==> src/rtl/instr_fetch.sv <==
// MIPS instruction fetch: holds the PC, fetches one word at a time, and presents it to decode.
// Optional build macro IFETCH_ALIGN_CHECK_EN traps misaligned JR targets in a sticky FAULT state.
module instr_fetch #(
  parameter logic [31:0] RESET_PC = 32'h0000_0000
) (
  input  logic        clk,
  input  logic        rst_n,
  output logic        imem_req,
  output logic [31:0] imem_addr,
  input  logic        imem_ready,
  input  logic [31:0] imem_rdata,
  output logic [31:0] instr,
  output logic        instr_valid,
  output logic [31:0] pc,
  output logic [31:0] pc_plus4,
  input  logic        stall,
  input  logic        branch_taken,
  input  logic        jump,
  input  logic        jump_reg,
  input  logic [31:0] jr_target,
  output logic        fetch_fault,
  output logic [1:0]  dbg_state
);

  // Handshakes: a fetch completes on a cycle with imem_req & imem_ready, and imem_addr
  // is held until then. Decode takes the instruction on a cycle with instr_valid & !stall.
  typedef enum logic [1:0] {
    FETCH = 2'd0,
    VALID = 2'd1,
    FAULT = 2'd2
  } state_t;

  state_t      state;
  logic [31:0] next_pc;
  logic [31:0] jr_pc;
  logic [31:0] br_offset;
  logic        to_fault;

`ifdef IFETCH_ALIGN_CHECK_EN
  assign jr_pc    = jr_target;
  assign to_fault = jump_reg && (jr_target[1:0] != 2'b00);
`else
  assign jr_pc    = {jr_target[31:2], 2'b00};
  assign to_fault = 1'b0;
`endif

  assign pc_plus4  = pc + 32'd4;
  assign br_offset = {{14{instr[15]}}, instr[15:0], 2'b00};

  always_comb begin
    next_pc = pc_plus4;
    if (jump_reg)
      next_pc = jr_pc;
    else if (jump)
      next_pc = {pc_plus4[31:28], instr[25:0], 2'b00};
    else if (branch_taken)
      next_pc = pc_plus4 + br_offset;
  end

  always_ff @(posedge clk) begin
    if (!rst_n) begin
      state <= FETCH;
      pc    <= RESET_PC;
      instr <= 32'h0;
    end else begin
      case (state)
        FETCH: begin
          if (imem_ready) begin
            instr <= imem_rdata;
            state <= VALID;
          end
        end
        VALID: begin
          if (!stall) begin
            pc    <= next_pc;
            state <= to_fault ? FAULT : FETCH;
          end
        end
        FAULT: state <= FAULT;
        default: state <= FETCH;
      endcase
    end
  end

  assign imem_req    = (state == FETCH);
  assign imem_addr   = pc;
  assign instr_valid = (state == VALID);
  assign dbg_state   = state;

`ifdef IFETCH_ALIGN_CHECK_EN
  assign fetch_fault = (state == FAULT);
`else
  assign fetch_fault = 1'b0;
`endif

endmodule

==> config.mk <==
export PLATFORM = sky130hd
export DESIGN_NAME = instr_fetch
export DESIGN_NICKNAME = d
export VERILOG_FILES = /design/src/rtl/instr_fetch.sv
export SDC_FILE = /design/constraint.sdc
export NUM_CORES = 1
export LEC_CHECK = 0
export ABC_AREA = 1
export CAP_MARGIN = 20
export CORE_MARGIN = 3
export CORE_UTILIZATION = 30
export DETAILED_ROUTE_END_ITERATION = 7
export PLACE_DENSITY = 0.58
export SLEW_MARGIN = 0
export SYNTH_ARGS = -nofsm -noshare
export SYNTH_HDL_FRONTEND = slang
export SYNTH_SLANG_ARGS = --single-unit
export TNS_END_PERCENT = 50
==> constraint.sdc <==
create_clock -name clk -period 4.6 [get_ports clk]
set_input_delay 0.69 -clock clk [delete_from_list [all_inputs] [get_ports clk]]
set_output_delay 0.69 -clock clk [all_outputs]
set_load 0.01 [all_outputs]
==> summary.md, run 1 <==
| Metric | Value |
|---|---|
| Status | `finished, final reports clean` |
| Antenna Diode Count | `0` |
| Htree depth | `3` |
| CP Cell Sequence | `ha_1 -> nand3_1 -> nor2_2 -> inv_1 -> o21ai_0 -> inv_1 -> ha_1 -> nand2_1 -> nor2_1 -> nand2_1 -> nand2_1 -> nand2_1 -> nand2_1 -> nand3_1 -> nand3_1 -> nand3_1 -> nand2_1 -> nand2_1 -> a21oi_1` |
| Max Clk Rate | `0.277 GHz` |
| Yosys warning count | `0` |
| Delay-heaviest family, CP | `simple AND/OR/NAND/NOR gates` |
| Rows | `52` |
| Area Growth Syn to Fin | `37.3%` |
| Worst setup SP type | `flop` |
| IO buf count | `194` |
| Clock transition at the registers of the reported paths | `70 ps` |
| Synth Instances | `1102` |
| Fillers | `2273` |
| Critical Path AT | `3880 ps` |
| Clk_skew | `11.6 ps` |
| Clock Power Share | `41.7%` |
| Die W | `151 um` |
| Clock Root Buffer | `clkbuf_16` |
| Commonest non-fill, non-tap cell in the layout | `nand2_1` |
| DR WL/cell | `16.4 um` |
| Top cell type's share of synthesized area | `20.4%` |
| Pint | `1.37 mW` |
| Post-synthesis sequential area ratio | `20.4%` |
| Largest net degree at the start of global routing | `46` |
| Netlist cell types | `41` |
| Drc violations | `0` |
| CP max stage cell | `dfxtp_1` |
| Overflow after GRT | `0` |
| Hold slack | `480 ps` |
| Switching share of power | `31.3%` |
| Final setup violation count | `0` |
| First DRT Iteration DRCs | `575` |
| Final Net Count | `1364` |
| Resize count post-CTS | `0` |
| Crit-path max cell delay | `480 ps` |
| Sink Count | `64` |
| Vias | `7427` |
| Share of layout cells above drive strength 1 | `4.36%` |
| CTS Buffer Depth | `2` |
| R2r endpoint | `imem_addr[22]$_SDFFE_PN0P_` |
| Final worst path period share | `78.3%` |
| Static Leak | `4.00 nW` |
| Post-synth ARST share | `0%` |
| Drt pass-1 iters | `5` |
| Setup TNS | `0 ps` |
| Post-synth EDFFs | `0` |
| Max-slew violations | `0` |
| TritonCTS clock tree | `built` |
| Routed WL | `25.1 mm` |
| Final core utilization | `42.3%` |
| Max-slew headroom | `30.9%` |
| Highest net fanout along the worst path | `7` |
| Worst r2r src | `imem_addr[2]$_SDFFE_PN0P_` |
| Chip height | `151 um` |
| DPL Wire Length | `20.0 mm` |
| GRT Total Usage | `21.7%` |
| Main synth FF type | `dfxtp_1` |
| DIE AREA | `22700 um^2` |
| ANT nets after route | `0` |
| Leading area contributor after synthesis | `dfxtp_1` |
| Most frequent cells in the layout | `320 x nand2_1, 194 x clkdlybuf4s50_1, 165 x nor2_1, 137 x inv_1, 87 x a21oi_1` |
| Setup ws final | `996 ps` |
| Critical path capture point | `imem_addr[22]$_SDFFE_PN0P_` |
| Pre-CTS setup slack | `1000 ps` |
| Hold_buf cts | `0` |
| Reg2reg setup slack | `1000 ps` |
| Final GP Congestion | `0.944` |
| Initial Util | `30.8%` |
| Initial antenna violation count | `0` |
| Max cap viols | `0` |
| I/O Pins | `204` |
| Logic pwr share | `25.9%` |
| Launch point of the worst path | `imem_addr[2]$_SDFFE_PN0P_` |
| Core Box Area | `20400 um^2` |
| #FFs+latches synth | `64` |
| Fin cells | `1531` |
| Final worst path period need | `3600 ps` |
| RSZ-0062 raised after global routing | `no` |
| Levels on crit path | `19` |
| R2r worst-path depth | `19` |
| Synth Area per Inst | `5.71 um^2` |
| Setup crit end kind | `flop` |
| Placed cell count | `1514` |
| First-pass GRT wire length | `38.0 mm` |
| Vias in the first global route | `6749` |
| Peak supply drop | `189 uV` |
| Worst-skew pair later-pin latency | `350 ps` |
| Critical Setup Path Class | `flop to flop` |
| Final hold vios | `0` |
| HP Class | `flop to flop` |
| Tightest Pin Transition | `1030 ps` |
| Sequential share of power | `32.4%` |
| Cell area after synthesis | `6290 um^2` |
| Most frequent CP cell | `nand2_1` |
| Synth top area cells | `dfxtp_1 20%, nand2_1 19%, nor2_1 9.9%` |
| CP bufs+invs | `2` |
| TritonCTS Buffers | `9` |
| Power density cells | `230 nW/um^2` |
| Psw | `623 uW` |
| Worst path required time | `4880 ps` |
| Postcts setup bufs | `0` |
| Via/cell ratio | `4.85` |
[per-stage QoR]
stage	area [um^2]	total power, mW
floorplan	6310	0.916
global placement	8260	1.17
detailed placement	8260	1.17
CTS	8610	2.00
global route	8630	2.08
finish	8630	1.99
[worst min path at each step]
stage,end,slack (ps),from,cells after the start
after floorplan,dbg_state[1]$_SDFFE_PN0P_,470,dbg_state[0]$_SDFFE_PN0P_,1
after global placement,dbg_state[1]$_SDFFE_PN0P_,460,dbg_state[0]$_SDFFE_PN0P_,1
after detailed placement,instr[27]$_SDFFE_PN0P_,470,instr[27]$_SDFFE_PN0P_,2
after CTS,instr[27]$_SDFFE_PN0P_,490,instr[27]$_SDFFE_PN0P_,2
after global routing,instr[30]$_SDFFE_PN0P_,510,instr[30]$_SDFFE_PN0P_,2
final,instr[27]$_SDFFE_PN0P_,480,instr[27]$_SDFFE_PN0P_,2
[power groups by stage]
stage	Combinational (mW)	Clock, mW	Sequential [mW]
final	0.515	0.830	0.645
after global placement	0.510	0	0.655
after floorplan	0.264	0	0.652
after global routing	0.569	0.863	0.651
after CTS	0.514	0.844	0.646
after detailed placement	0.510	0	0.657
[sequential cells by signal, indices dropped and copies added (netlist names)]
name,cells
instr,32
imem_addr,30
dbg_state,2
[cells in the mapped netlist, drive strengths merged, types with 2 or more instances]
cell type	count
a21o	2
or2	2
nor3	16
and2	4
clkbuf	22
a21oi	88
o221ai	2
nor2	173
nand3b	4
nand4	10
o21ai	56
xor2	16
ha	36
nand2	327
nand3	71
o21bai	6
buf	44
dfxtp	64
xnor2	5
inv	139
o211ai	8
[metal layers]
layer / part of all wire, % / GRT usage (%) / vias up
met2: 43 / 33.1 / 329
li1: - / - / 3773
met4: 2.6 / 6.62 / 0
met3: 11 / 6.53 / 37
met1: 43 / 29.4 / 3288
met5: 0 / 0 / -
[tightest hold or removal path, stage by stage (launching register included)]
cell	delay (ps)
dfxtp_1	320
nor2_1	50
nor2_1	80
[cells by family after synthesis]
kind of cell    Yosys count  synth area share, %
compound gates          164                 14.1
xor+xnor                 21                 3.04
fa+ha+maj                37                 7.48
buf+inv                 206                 14.6
flops                    64                 20.4
other cells               1               0.0596
simple gates            609                 40.3
[final cells by class]
cell class                 count  area, um^2  area share [%]
clock buffer                   9         225            2.61
clock inverter                 7         125            1.45
inverter                     140         526            6.09
multi-input combinational    838        4110            47.6
sequential                    64        1280            14.8
tap                          270         338            3.91
timing repair buffer         203        2030            23.5
Note: power is estimated with default switching activity, not from simulation.
==> run 2, diff against run 1 <==
==> constraint.sdc (replaced) <==
create_clock -name clk -period 3.4 [get_ports clk]
set_input_delay 0.51 -clock clk [delete_from_list [all_inputs] [get_ports clk]]
set_output_delay 0.51 -clock clk [all_outputs]
set_load 0.01 [all_outputs]
==> run 2 against run 1 <==
Against the previous run:
- critical path type unchanged
- worst setup slack got worse by 730 ps
- utilization increased by 1.3 points
- sequential power increased by 33%
- clock skew decreased by 2.8 ps
- highest routed layer unchanged
==> summary.md, run 2 (synthesis gave the netlist of run 1 again) <==
| Metric | Value |
|---|---|
| Status | `finished, final reports clean` |
| Final Net Count | `1390` |
| Clock Root Buffer | `clkbuf_16` |
| Chip height | `151 um` |
| CP Cell Sequence | `buf_4 -> inv_1 -> nor2_2 -> inv_2 -> nor2_2 -> xor2_1 -> inv_1 -> ha_1 -> nand2_1 -> inv_1 -> nand2_1 -> nand2_1 -> a21oi_1 -> nand2_1 -> nand2_1 -> nand2_1 -> nand2_1 -> nand3_1 -> nand3_1 -> nand2_1 -> a21oi_1` |
| Largest register FFs | `32` |
| Overflow after GRT | `0` |
| RSZ-0062 raised after global routing | `no` |
| Setup crit end kind | `flop` |
| TritonCTS Buffers | `9` |
| Antenna Diode Count | `0` |
| Most frequent cells in the layout | `319 x nand2_1, 194 x clkdlybuf4s50_1, 164 x nor2_1, 137 x inv_1, 85 x a21oi_1` |
| Share of layout cells above drive strength 1 | `7.30%` |
| Reg area | `1290 um^2` |
| First-pass GRT wire length | `38.5 mm` |
| Rows | `52` |
| Logic pwr share | `26.9%` |
| CTS Buffer Depth | `2` |
| First DRT Iteration DRCs | `506` |
| Via/cell ratio | `4.79` |
| Critical Path AT | `3400 ps` |
| Setup ws final | `269 ps` |
| Worst-skew pair later-pin latency | `340 ps` |
| Clk_skew | `8.77 ps` |
| Initial Util | `30.8%` |
| Max-slew violations | `0` |
| Final worst path period share | `92.1%` |
| Worst setup SP type | `flop` |
| Htree depth | `3` |
| Pint | `1.87 mW` |
| Fillers | `2227` |
| Final worst path period need | `3130 ps` |
| IO buf count | `194` |
| HP Class | `flop to flop` |
| I/O Pins | `204` |
| DIE AREA | `22700 um^2` |
| Area of the multi-input gates | `4150 um^2` |
| Power density cells | `305 nW/um^2` |
| Largest register by flop count | `instr` |
| DR WL/cell | `16.3 um` |
| Setup TNS | `0 ps` |
| Sequential share of power | `31.7%` |
| Final setup violation count | `0` |
| GRT Total Usage | `22.1%` |
| Drc violations | `0` |
| Final GP Congestion | `0.918` |
| Max cap viols | `0` |
| Die W | `151 um` |
| Most frequent CP cell | `nand2_1` |
| Worst path required time | `3670 ps` |
| Drt pass-1 iters | `5` |
| Commonest non-fill, non-tap cell in the layout | `nand2_1` |
| Final hold vios | `0` |
| Vias in the first global route | `6987` |
| Postcts setup bufs | `0` |
| Reg2reg setup slack | `270 ps` |
| Crit-path max cell delay | `340 ps` |
| Peak supply drop | `276 uV` |
| Core Box Area | `20400 um^2` |
| Hold slack | `484 ps` |
| Highest net fanout along the worst path | `6` |
| Clock Power Share | `41.4%` |
| Area Growth Syn to Fin | `41.4%` |
| Critical Setup Path Class | `flop to flop` |
| Vias | `7460` |
| Sink Count | `64` |
| Tightest Pin Transition | `633 ps` |
| CP max stage cell | `dfxtp_1` |
| Routed WL | `25.3 mm` |
| Initial antenna violation count | `0` |
| Largest net degree at the start of global routing | `36` |
| DPL Wire Length | `20.5 mm` |
| Static Leak | `4.17 nW` |
| Psw | `847 uW` |
| TritonCTS clock tree | `built` |
| ANT nets after route | `0` |
| Final core utilization | `43.5%` |
| Max Clk Rate | `0.319 GHz` |
| Pre-CTS setup slack | `239 ps` |
| Clock transition at the registers of the reported paths | `60 ps` |
| Switching share of power | `31.2%` |
| Max-slew headroom | `57.8%` |
[run 2: changes by cell type in the layout (fill, tap and decap cells not counted), moves of 2 or more]
cell / previous run / this run
nor3_2: 5 / 7
inv_6: 3 / 1
dfxtp_1: 64 / 59
nor3_1: 11 / 8
dfxtp_2: 0 / 5
a21oi_1: 87 / 85
buf_4: 8 / 33
a21oi_2: 1 / 3
[run 2: power by group through the flow]
stage          Sequential (mW)  Clock, mW  Combinational (mW)
4_1_cts                  0.859       1.14               0.729
6_report                 0.859       1.12               0.730
5_1_grt                  0.866       1.18               0.806
3_3_place_gp             0.873          0               0.723
2_1_floorplan            0.883          0               0.357
3_5_place_dp             0.875          0               0.724
[run 2: through the flow]
step / cell area (um^2) / cells / power (mW)
floorplan: 6310 / 1108 / 1.24
global placement: 8460 / 1540 / 1.60
detailed placement: 8460 / 1540 / 1.60
CTS: 8820 / 1556 / 2.73
global route: 8890 / 1557 / 2.85
finish: 8890 / 1557 / 2.71
[run 2: cell type report]
cell class                      count  share of cell area (%)
Clock buffer                        9                    2.53
Clock inverter                      7                    1.44
Inverter                          140                    5.91
Multi-Input combinational cell    838                    46.7
Sequential cell                    64                    14.5
Tap cell                          270                    3.80
Timing Repair Buffer              229                    25.2
[run 2: worst max-delay path: cells and delay by family (launching register included)]
kind / cells / cell delay [ps]
AO/OA/AOI/OAI: 2 / 240
AND/OR/NAND/NOR: 12 / 1340
XOR/XNOR: 1 / 260
buffers and inverters: 5 / 540
adder cells (fa/ha/maj): 1 / 340
flip-flops: 1 / 340
[run 2: repair_timing]
item / CTS / global route
gates resized for setup: 0 / 14
hold buffers: 0 / 0
setup endpoints to repair: 0 / 9
[run 2: layer usage]
metal / routed length [um] / part of all wire [%] / track usage (%)
met1: 11400 / 45 / 29.4
met2: 11100 / 44 / 34.2
met3: 2210 / 8.7 / 6.50
met4: 643 / 2.5 / 7.16
met5: 0 / 0 / 0
[run 2: path summary, 6_finish.rpt]
check	endpoint	start	cells past startpoint
worst max-delay path	imem_addr[23]$_SDFFE_PN0P_	imem_addr[2]$_SDFFE_PN0P_	21
worst min-delay path	instr[27]$_SDFFE_PN0P_	instr[27]$_SDFFE_PN0P_	2
worst max register to register	imem_addr[23]$_SDFFE_PN0P_	imem_addr[2]$_SDFFE_PN0P_	21
worst min register to register	instr[27]$_SDFFE_PN0P_	instr[27]$_SDFFE_PN0P_	2
